## src/rtl/ldpc_fetch_if.sv

```systemverilog
// Handshake and data bus between ldpc_fetch, the bidin source, the LLR RAM and the decoder.
interface ldpc_fetch_if #(
    parameter int unsigned WID = 6,
    parameter int unsigned AW  = 14
);
    logic           bidin_rdy;
    logic           bidin_ena_out;
    logic [WID-1:0] bidin_dout;
    logic           ldpc_req;
    logic           ldpc_fin;
    logic           llr_we;
    logic [AW-1:0]  llr_addr;
    logic [WID-1:0] llr_wdata;
    logic           dec_start;
    logic           dec_done;
    logic [3:0]     cw_idx;
    logic           frame_done;
    logic           err;
    logic [15:0]    chk_sum;

    modport master (
        input  bidin_rdy, bidin_ena_out, bidin_dout, dec_done,
        output ldpc_req, ldpc_fin, llr_we, llr_addr, llr_wdata, dec_start,
               cw_idx, frame_done, err, chk_sum
    );

    modport slave (
        output bidin_rdy, bidin_ena_out, bidin_dout, dec_done,
        input  ldpc_req, ldpc_fin, llr_we, llr_addr, llr_wdata, dec_start,
               cw_idx, frame_done, err, chk_sum
    );
endinterface

```

## src/rtl/ldpc_fetch.sv

```systemverilog
// Pulls CW_NUM codewords from bidin into the LLR RAM, starts the decoder and acknowledges each codeword.
// Define LDPC_FETCH_CHKSUM_EN to enable the per-codeword sample checksum on chk_sum (tied to 0 otherwise).
module ldpc_fetch #(
    parameter int unsigned WID       = 6,
    parameter int unsigned CW_LEN    = 9216,
    parameter int unsigned CW_NUM    = 15,
    parameter int unsigned AW        = 14,
    parameter int unsigned DRAIN_MAX = 15,
    parameter int unsigned GAP       = 2
) (
    input  logic         clk6,
    input  logic         rst,
    ldpc_fetch_if.master bus
);
    localparam int unsigned CW_W = $clog2(CW_LEN + 1);
    localparam int unsigned DR_W = $clog2(DRAIN_MAX + 1);
    localparam int unsigned GP_W = $clog2(GAP + 1);

    typedef enum logic [2:0] {
        S_IDLE, S_ARM, S_REQ, S_DRAIN, S_DEC, S_FIN, S_GAP
    } state_t;

    state_t          state_q;
    logic [CW_W-1:0] req_cnt_q;
    logic [CW_W-1:0] rx_cnt_q;
    logic [DR_W-1:0] drain_cnt_q;
    logic [GP_W-1:0] gap_cnt_q;
    logic [3:0]      cw_idx_q;
    logic            ldpc_req_q;
    logic            ldpc_fin_q;
    logic            llr_we_q;
    logic [AW-1:0]   llr_addr_q;
    logic [WID-1:0]  llr_wdata_q;
    logic            dec_start_q;
    logic            frame_done_q;
    logic            err_q;

    logic capture_c;
    logic rx_full_c;
    logic gap_done_c;
    logic last_cw_c;

    assign capture_c  = bus.bidin_ena_out && (state_q == S_REQ || state_q == S_DRAIN);
    assign rx_full_c  = (rx_cnt_q == CW_W'(CW_LEN));
    assign gap_done_c = (state_q == S_GAP) && (gap_cnt_q == GP_W'(GAP - 1));
    assign last_cw_c  = (cw_idx_q == 4'(CW_NUM - 1));

    always_ff @(posedge clk6 or posedge rst) begin
        if (rst) begin
            state_q      <= S_IDLE;
            req_cnt_q    <= '0;
            rx_cnt_q     <= '0;
            drain_cnt_q  <= '0;
            gap_cnt_q    <= '0;
            cw_idx_q     <= '0;
            ldpc_req_q   <= 1'b0;
            ldpc_fin_q   <= 1'b0;
            llr_we_q     <= 1'b0;
            llr_addr_q   <= '0;
            llr_wdata_q  <= '0;
            dec_start_q  <= 1'b0;
            frame_done_q <= 1'b0;
            err_q        <= 1'b0;
        end else begin
            ldpc_fin_q   <= 1'b0;
            dec_start_q  <= 1'b0;
            frame_done_q <= 1'b0;
            llr_we_q     <= 1'b0;

            // Sample capture; anything beyond CW_LEN is dropped and flagged.
            if (capture_c) begin
                if (!rx_full_c) begin
                    llr_we_q    <= 1'b1;
                    llr_addr_q  <= AW'(rx_cnt_q);
                    llr_wdata_q <= bus.bidin_dout;
                    rx_cnt_q    <= rx_cnt_q + CW_W'(1);
                end else begin
                    err_q <= 1'b1;
                end
            end

            case (state_q)
                S_IDLE: begin
                    if (bus.bidin_rdy) state_q <= S_ARM;
                end
                S_ARM: begin
                    cw_idx_q   <= '0;
                    req_cnt_q  <= '0;
                    rx_cnt_q   <= '0;
                    ldpc_req_q <= 1'b1;
                    state_q    <= S_REQ;
                end
                S_REQ: begin
                    req_cnt_q <= req_cnt_q + CW_W'(1);
                    if (req_cnt_q == CW_W'(CW_LEN - 1)) begin
                        ldpc_req_q  <= 1'b0;
                        drain_cnt_q <= '0;
                        state_q     <= S_DRAIN;
                    end
                end
                S_DRAIN: begin
                    // Late samples may still arrive; give up after DRAIN_MAX cycles.
                    if (rx_full_c) begin
                        dec_start_q <= 1'b1;
                        state_q     <= S_DEC;
                    end else if (drain_cnt_q == DR_W'(DRAIN_MAX - 1)) begin
                        err_q       <= 1'b1;
                        dec_start_q <= 1'b1;
                        state_q     <= S_DEC;
                    end else begin
                        drain_cnt_q <= drain_cnt_q + DR_W'(1);
                    end
                end
                S_DEC: begin
                    if (bus.dec_done) begin
                        ldpc_fin_q <= 1'b1;
                        state_q    <= S_FIN;
                    end
                end
                S_FIN: begin
                    rx_cnt_q  <= '0;
                    req_cnt_q <= '0;
                    gap_cnt_q <= '0;
                    state_q   <= S_GAP;
                end
                S_GAP: begin
                    gap_cnt_q <= gap_cnt_q + GP_W'(1);
                    if (gap_done_c) begin
                        if (last_cw_c) begin
                            frame_done_q <= 1'b1;
                            state_q      <= S_IDLE;
                        end else begin
                            cw_idx_q   <= cw_idx_q + 4'd1;
                            ldpc_req_q <= 1'b1;
                            state_q    <= S_REQ;
                        end
                    end
                end
                default: state_q <= S_IDLE;
            endcase
        end
    end

`ifdef LDPC_FETCH_CHKSUM_EN
    logic        req_rise_c;
    logic [15:0] chk_q;

    assign req_rise_c = (state_q == S_ARM) || (gap_done_c && !last_cw_c);

    // Wrap-around sum of accepted samples, restarted with each request burst.
    always_ff @(posedge clk6 or posedge rst) begin
        if (rst) begin
            chk_q <= '0;
        end else if (req_rise_c) begin
            chk_q <= '0;
        end else if (capture_c && !rx_full_c) begin
            chk_q <= chk_q + 16'($signed(bus.bidin_dout));
        end
    end

    assign bus.chk_sum = chk_q;
`else
    assign bus.chk_sum = 16'h0000;
`endif

    assign bus.ldpc_req   = ldpc_req_q;
    assign bus.ldpc_fin   = ldpc_fin_q;
    assign bus.llr_we     = llr_we_q;
    assign bus.llr_addr   = llr_addr_q;
    assign bus.llr_wdata  = llr_wdata_q;
    assign bus.dec_start  = dec_start_q;
    assign bus.cw_idx     = cw_idx_q;
    assign bus.frame_done = frame_done_q;
    assign bus.err        = err_q;
endmodule

```

## src/flat_wrapper.sv

```systemverilog
// flat-port wrapper written by rule: the top's interface ports become plain ports
module ldpc_fetch_flat 
#(
    parameter int unsigned WID       = 6,
    parameter int unsigned CW_LEN    = 9216,
    parameter int unsigned CW_NUM    = 15,
    parameter int unsigned AW        = 14,
    parameter int unsigned DRAIN_MAX = 15,
    parameter int unsigned GAP       = 2
)
  (clk6, rst, bus_bidin_rdy, bus_bidin_ena_out, bus_bidin_dout, bus_dec_done, bus_ldpc_req, bus_ldpc_fin, bus_llr_we, bus_llr_addr, bus_llr_wdata, bus_dec_start, bus_cw_idx, bus_frame_done, bus_err, bus_chk_sum);
  ldpc_fetch_if #(.WID(WID), .AW(AW)) bus_i ();
  input  logic clk6;
  input  logic rst;
  input wire logic [$bits(bus_i.bidin_rdy)-1:0] bus_bidin_rdy;
  input wire logic [$bits(bus_i.bidin_ena_out)-1:0] bus_bidin_ena_out;
  input wire logic [$bits(bus_i.bidin_dout)-1:0] bus_bidin_dout;
  input wire logic [$bits(bus_i.dec_done)-1:0] bus_dec_done;
  output wire logic [$bits(bus_i.ldpc_req)-1:0] bus_ldpc_req;
  output wire logic [$bits(bus_i.ldpc_fin)-1:0] bus_ldpc_fin;
  output wire logic [$bits(bus_i.llr_we)-1:0] bus_llr_we;
  output wire logic [$bits(bus_i.llr_addr)-1:0] bus_llr_addr;
  output wire logic [$bits(bus_i.llr_wdata)-1:0] bus_llr_wdata;
  output wire logic [$bits(bus_i.dec_start)-1:0] bus_dec_start;
  output wire logic [$bits(bus_i.cw_idx)-1:0] bus_cw_idx;
  output wire logic [$bits(bus_i.frame_done)-1:0] bus_frame_done;
  output wire logic [$bits(bus_i.err)-1:0] bus_err;
  output wire logic [$bits(bus_i.chk_sum)-1:0] bus_chk_sum;
  assign bus_i.bidin_rdy = bus_bidin_rdy;
  assign bus_i.bidin_ena_out = bus_bidin_ena_out;
  assign bus_i.bidin_dout = bus_bidin_dout;
  assign bus_i.dec_done = bus_dec_done;
  assign bus_ldpc_req = bus_i.ldpc_req;
  assign bus_ldpc_fin = bus_i.ldpc_fin;
  assign bus_llr_we = bus_i.llr_we;
  assign bus_llr_addr = bus_i.llr_addr;
  assign bus_llr_wdata = bus_i.llr_wdata;
  assign bus_dec_start = bus_i.dec_start;
  assign bus_cw_idx = bus_i.cw_idx;
  assign bus_frame_done = bus_i.frame_done;
  assign bus_err = bus_i.err;
  assign bus_chk_sum = bus_i.chk_sum;
  ldpc_fetch #(.WID(WID), .CW_LEN(CW_LEN), .CW_NUM(CW_NUM), .AW(AW), .DRAIN_MAX(DRAIN_MAX), .GAP(GAP)) u_core (.clk6(clk6), .rst(rst), .bus(bus_i));
endmodule
```

## config.mk

```make
export PLATFORM = sky130hd
export DESIGN_NAME = ldpc_fetch_flat
export DESIGN_NICKNAME = d
export VERILOG_FILES = /design/src/rtl/ldpc_fetch_if.sv /design/src/rtl/ldpc_fetch.sv /design/src/flat_wrapper.sv
export SDC_FILE = /design/constraint.sdc
export NUM_CORES = 1
export LEC_CHECK = 0
export ABC_AREA = 1
export BUFFER_PORTS_ARGS = -buffer_cell sky130_fd_sc_hd__buf_2
export CELL_PAD_IN_SITES_DETAIL_PLACEMENT = 2
export CELL_PAD_IN_SITES_GLOBAL_PLACEMENT = 2
export CORE_ASPECT_RATIO = 0.6
export CORE_MARGIN = 2
export CORE_UTILIZATION = 30
export DETAILED_ROUTE_END_ITERATION = 6
export GPL_ROUTABILITY_DRIVEN = 0
export PLACE_DENSITY_LB_ADDON = 0.1
export SLEW_MARGIN = 30
export SYNTH_ARGS = -nofsm -noshare
export SYNTH_HDL_FRONTEND = slang
export SYNTH_SLANG_ARGS = --single-unit
```

## constraint.sdc

```tcl
create_clock -name clk6 -period 2.1 [get_ports clk6]
set_input_delay 0.42 -clock clk6 [delete_from_list [all_inputs] [get_ports clk6]]
set_output_delay 0.42 -clock clk6 [all_outputs]
set_load 0.005 [all_outputs]
```

==> impl_metrics.json <==
{
  "outcome": "finished, final reports clean",
  "worstPathArrival_ps": 2060,
  "power_frac_clock": 0.464,
  "fillCellCount": 1408,
  "tritoncts": "yes",
  "syn_area_per_cell_um2": 7.93,
  "antenna_left": 0,
  "drt_iter0_drc": 119,
  "p_int_mw": 2.63,
  "rows": 31,
  "async_flop_share": 1.00,
  "cts_made_buffers": 9,
  "tns_ps": 0,
  "grtUsageMet3": 0.0470,
  "rsz0062_at_grt": "no",
  "antenna_found_initial": 0,
  "drc": 0,
  "irDropWorstVdd_mv": 0.319,
  "p_seq_frac": 0.422,
  "finalPower_mw": 3.55,
  "synth-edff-count": 0,
  "synthMostInstantiatedCell": "nand2_1",
  "post-place-cells": 664,
  "die_h_um": 90.3,
  "crit_type": "reg2reg",
  "cts_max_level": 3,
  "hold_class": "in2async",
  "drive_gt1_frac": 0.181,
  "yosysWarningCount": 0,
  "worstPathCellList": "inv_1, ha_1, nand3_2, nor2_2, nand2_4, nand2_2, inv_1, nor2_1, nor2_1",
  "postCtsSetupBuffers": 0,
  "critical-path-max-stage-delay_ps": 410,
  "start_util": 0.308,
  "drt-pass1-iter-count": 4,
  "fin_cells": 678,
  "p_sw_mw": 0.918,
  "grt_max_degree": 68,
  "cts_sinks": 67,
  "fin_skew_ps": 6.59,
  "final-max-slew-violation-count": 0,
  "yosys-top-cells-count": "nand2_1, dfrtp_1, nand3_1",
  "grt_pass1_vias": 3469,
  "drt-wirelength-per-cell_um": 16.5,
  "power_density_mw_per_mm2": 814,
  "synth_seq_area_share": 0.451,
  "fmax_mhz": 545,
  "clk_path_buf_depth": 2,
  "end_kind": "register",
  "critPathMaxFanout": 11,
  "maxCapViolCount": 0,
  "netlist_instances": 469,
  "root_buffer": "clkbuf_16",
  "grt_use_met2": 0.255,
  "num_vias": 3235,
  "ios": 57,
  "synth_largest_area_cell": "dfrtp_1",
  "postCtsHoldBufs": 0,
  "cts_resized": 0,
  "crit_slowest_cell": "dfrtp_1",
  "gr-total-overflow": 0,
  "syn_area_mm2": 0.00372,
  "met1_usage": 0.280,
  "diodes": 0,
  "synth_top_area_frac": 0.451,
  "track_usage": 0.182,
  "critPathLaunchType": "register",
  "design.die.area_mm2": 0.0133,
  "grt_pass1_wl_mm": 18.9,
  "clkTransAtPathRegs_ps": 60,
  "syn2layout_area_growth_pct": 17.2,
  "post-dp-hpwl_mm": 8.35,
  "viasPerCell": 4.77,
  "required_ps": 2320,
  "final_nets": 529,
  "setup_viol": 0,
  "totalWireLength_mm": 11.2,
  "hold_violations": 0,
  "synth_area_leaders": "dfrtp_1, nand2_1, nand3_1, inv_1, buf_4",
  "comb_power_share": 0.114,
  "yosysUniqueCellTypes": 35,
  "min_period_ps": 1840,
  "period_share": 0.874,
  "core_area_mm2": 0.0121,
  "p_leak_nw": 2.21,
  "ys.flop_type": "dfrtp_1",
  "die_x_um": 148,
  "yosys_register_bits": 67,
  "clk_latency_ps": 340,
  "grt.busiest_layer": "met1",
  "switching_share": 0.259,
  "port_buffers": 40
}
[metal layers]
metal  wire, um  up-vias
met3        412       10
met5          0        -
met2       4430       49
li1           -     1550
met4         78        0
met1       6290     1626
[path summary, 6_finish.rpt]
kind                                             start  cells after the start  slack (ps)                      end
worst min-delay path                               rst                      3         210        u_core.state_q[0]
max in group asynchronous                          rst                      3        1600      u_core.rx_cnt_q[11]
worst max-delay path                u_core.rx_cnt_q[0]                      9         260       u_core.rx_cnt_q[0]
min in group clk6                    bus_bidin_dout[2]                      3         280  u_core.bus.llr_wdata[2]
worst max register to register      u_core.rx_cnt_q[0]                      9         260       u_core.rx_cnt_q[0]
worst min register to register  u_core.bus.llr_addr[8]                      2         480   u_core.bus.llr_addr[8]
[critical path: cells and delay by family, from the launching register on]
kind / cells / cell delay, ps
adders and majority gates: 1 / 220
buffers and inverters: 2 / 330
DFF: 1 / 410
and+or+nand+nor: 6 / 770
[placed cells by master, fill, tap and decap left out, types with 4 or more instances in the layout]
| cell | count |
|---|---|
| xor2_1 | 7 |
| dfrtp_1 | 67 |
| nor2_1 | 34 |
| nand2_1 | 143 |
| o21ai_0 | 22 |
| nor3_1 | 4 |
| nor2_2 | 6 |
| conb_1 | 16 |
| inv_1 | 39 |
| ha_1 | 8 |
| clkbuf_16 | 9 |
| nand3_1 | 47 |
| a21oi_1 | 10 |
| o21ai_2 | 10 |
| buf_2 | 40 |
| inv_2 | 6 |
| nand4_1 | 11 |
[registers in the layout, indices dropped and copies added (netlist names)]
signal,count
u_core.bus.llr_addr,14
u_core.req_cnt_q,14
u_core.rx_cnt_q,14
u_core.bus.llr_wdata,6
u_core.bus.cw_idx,4
u_core.drain_cnt_q,4
u_core.state_q,3
u_core.gap_cnt_q,2
u_core.bus.dec_start,1
u_core.bus.err,1
u_core.bus.frame_done,1
u_core.bus.ldpc_fin,1
u_core.bus.ldpc_req,1
u_core.bus.llr_we,1
[power groups by stage]
stage	Combinational, mW	Clock, mW	Sequential, mW
2_1_floorplan	0.324	0	1.47
3_3_place_gp	0.395	0	1.51
3_5_place_dp	0.413	0	1.52
4_1_cts	0.414	1.69	1.50
5_1_grt	0.467	1.74	1.51
6_report	0.404	1.65	1.50
[stage by stage]
step | worst slack, ps | cell area [um2] | util | hold WS (ps)
finish | 264 | 4360 | 0.361 | 215
CTS | 253 | 4360 | 0.361 | 224
global route | 82.6 | 4360 | 0.361 | 241
detailed placement | 265 | 4040 | 0.335 | 466
global placement | 359 | 4040 | 0.335 | 457
floorplan | 626 | 3780 | - | 446
[final cells by class]
class / count / area (um2) / share of cell area
clock inverters: 2 / 60.1 / 0.0138
clock buffers: 12 / 256 / 0.0588
well taps: 165 / 206 / 0.0473
inverters: 46 / 176 / 0.0405
multi-input cells: 341 / 1710 / 0.392
flip-flops and latches: 67 / 1680 / 0.385
repair buffers: 45 / 275 / 0.0631
[logic make-up after synthesis]
family,Yosys count,share of synthesized area
xor+xnor,9,0.0212
compound gates,50,0.0865
fa+ha+maj,8,0.0269
buf+inv,76,0.105
other cells,1,0.00101
flops,67,0.451
simple gates,258,0.309
(Power assumes the default switching activity.)
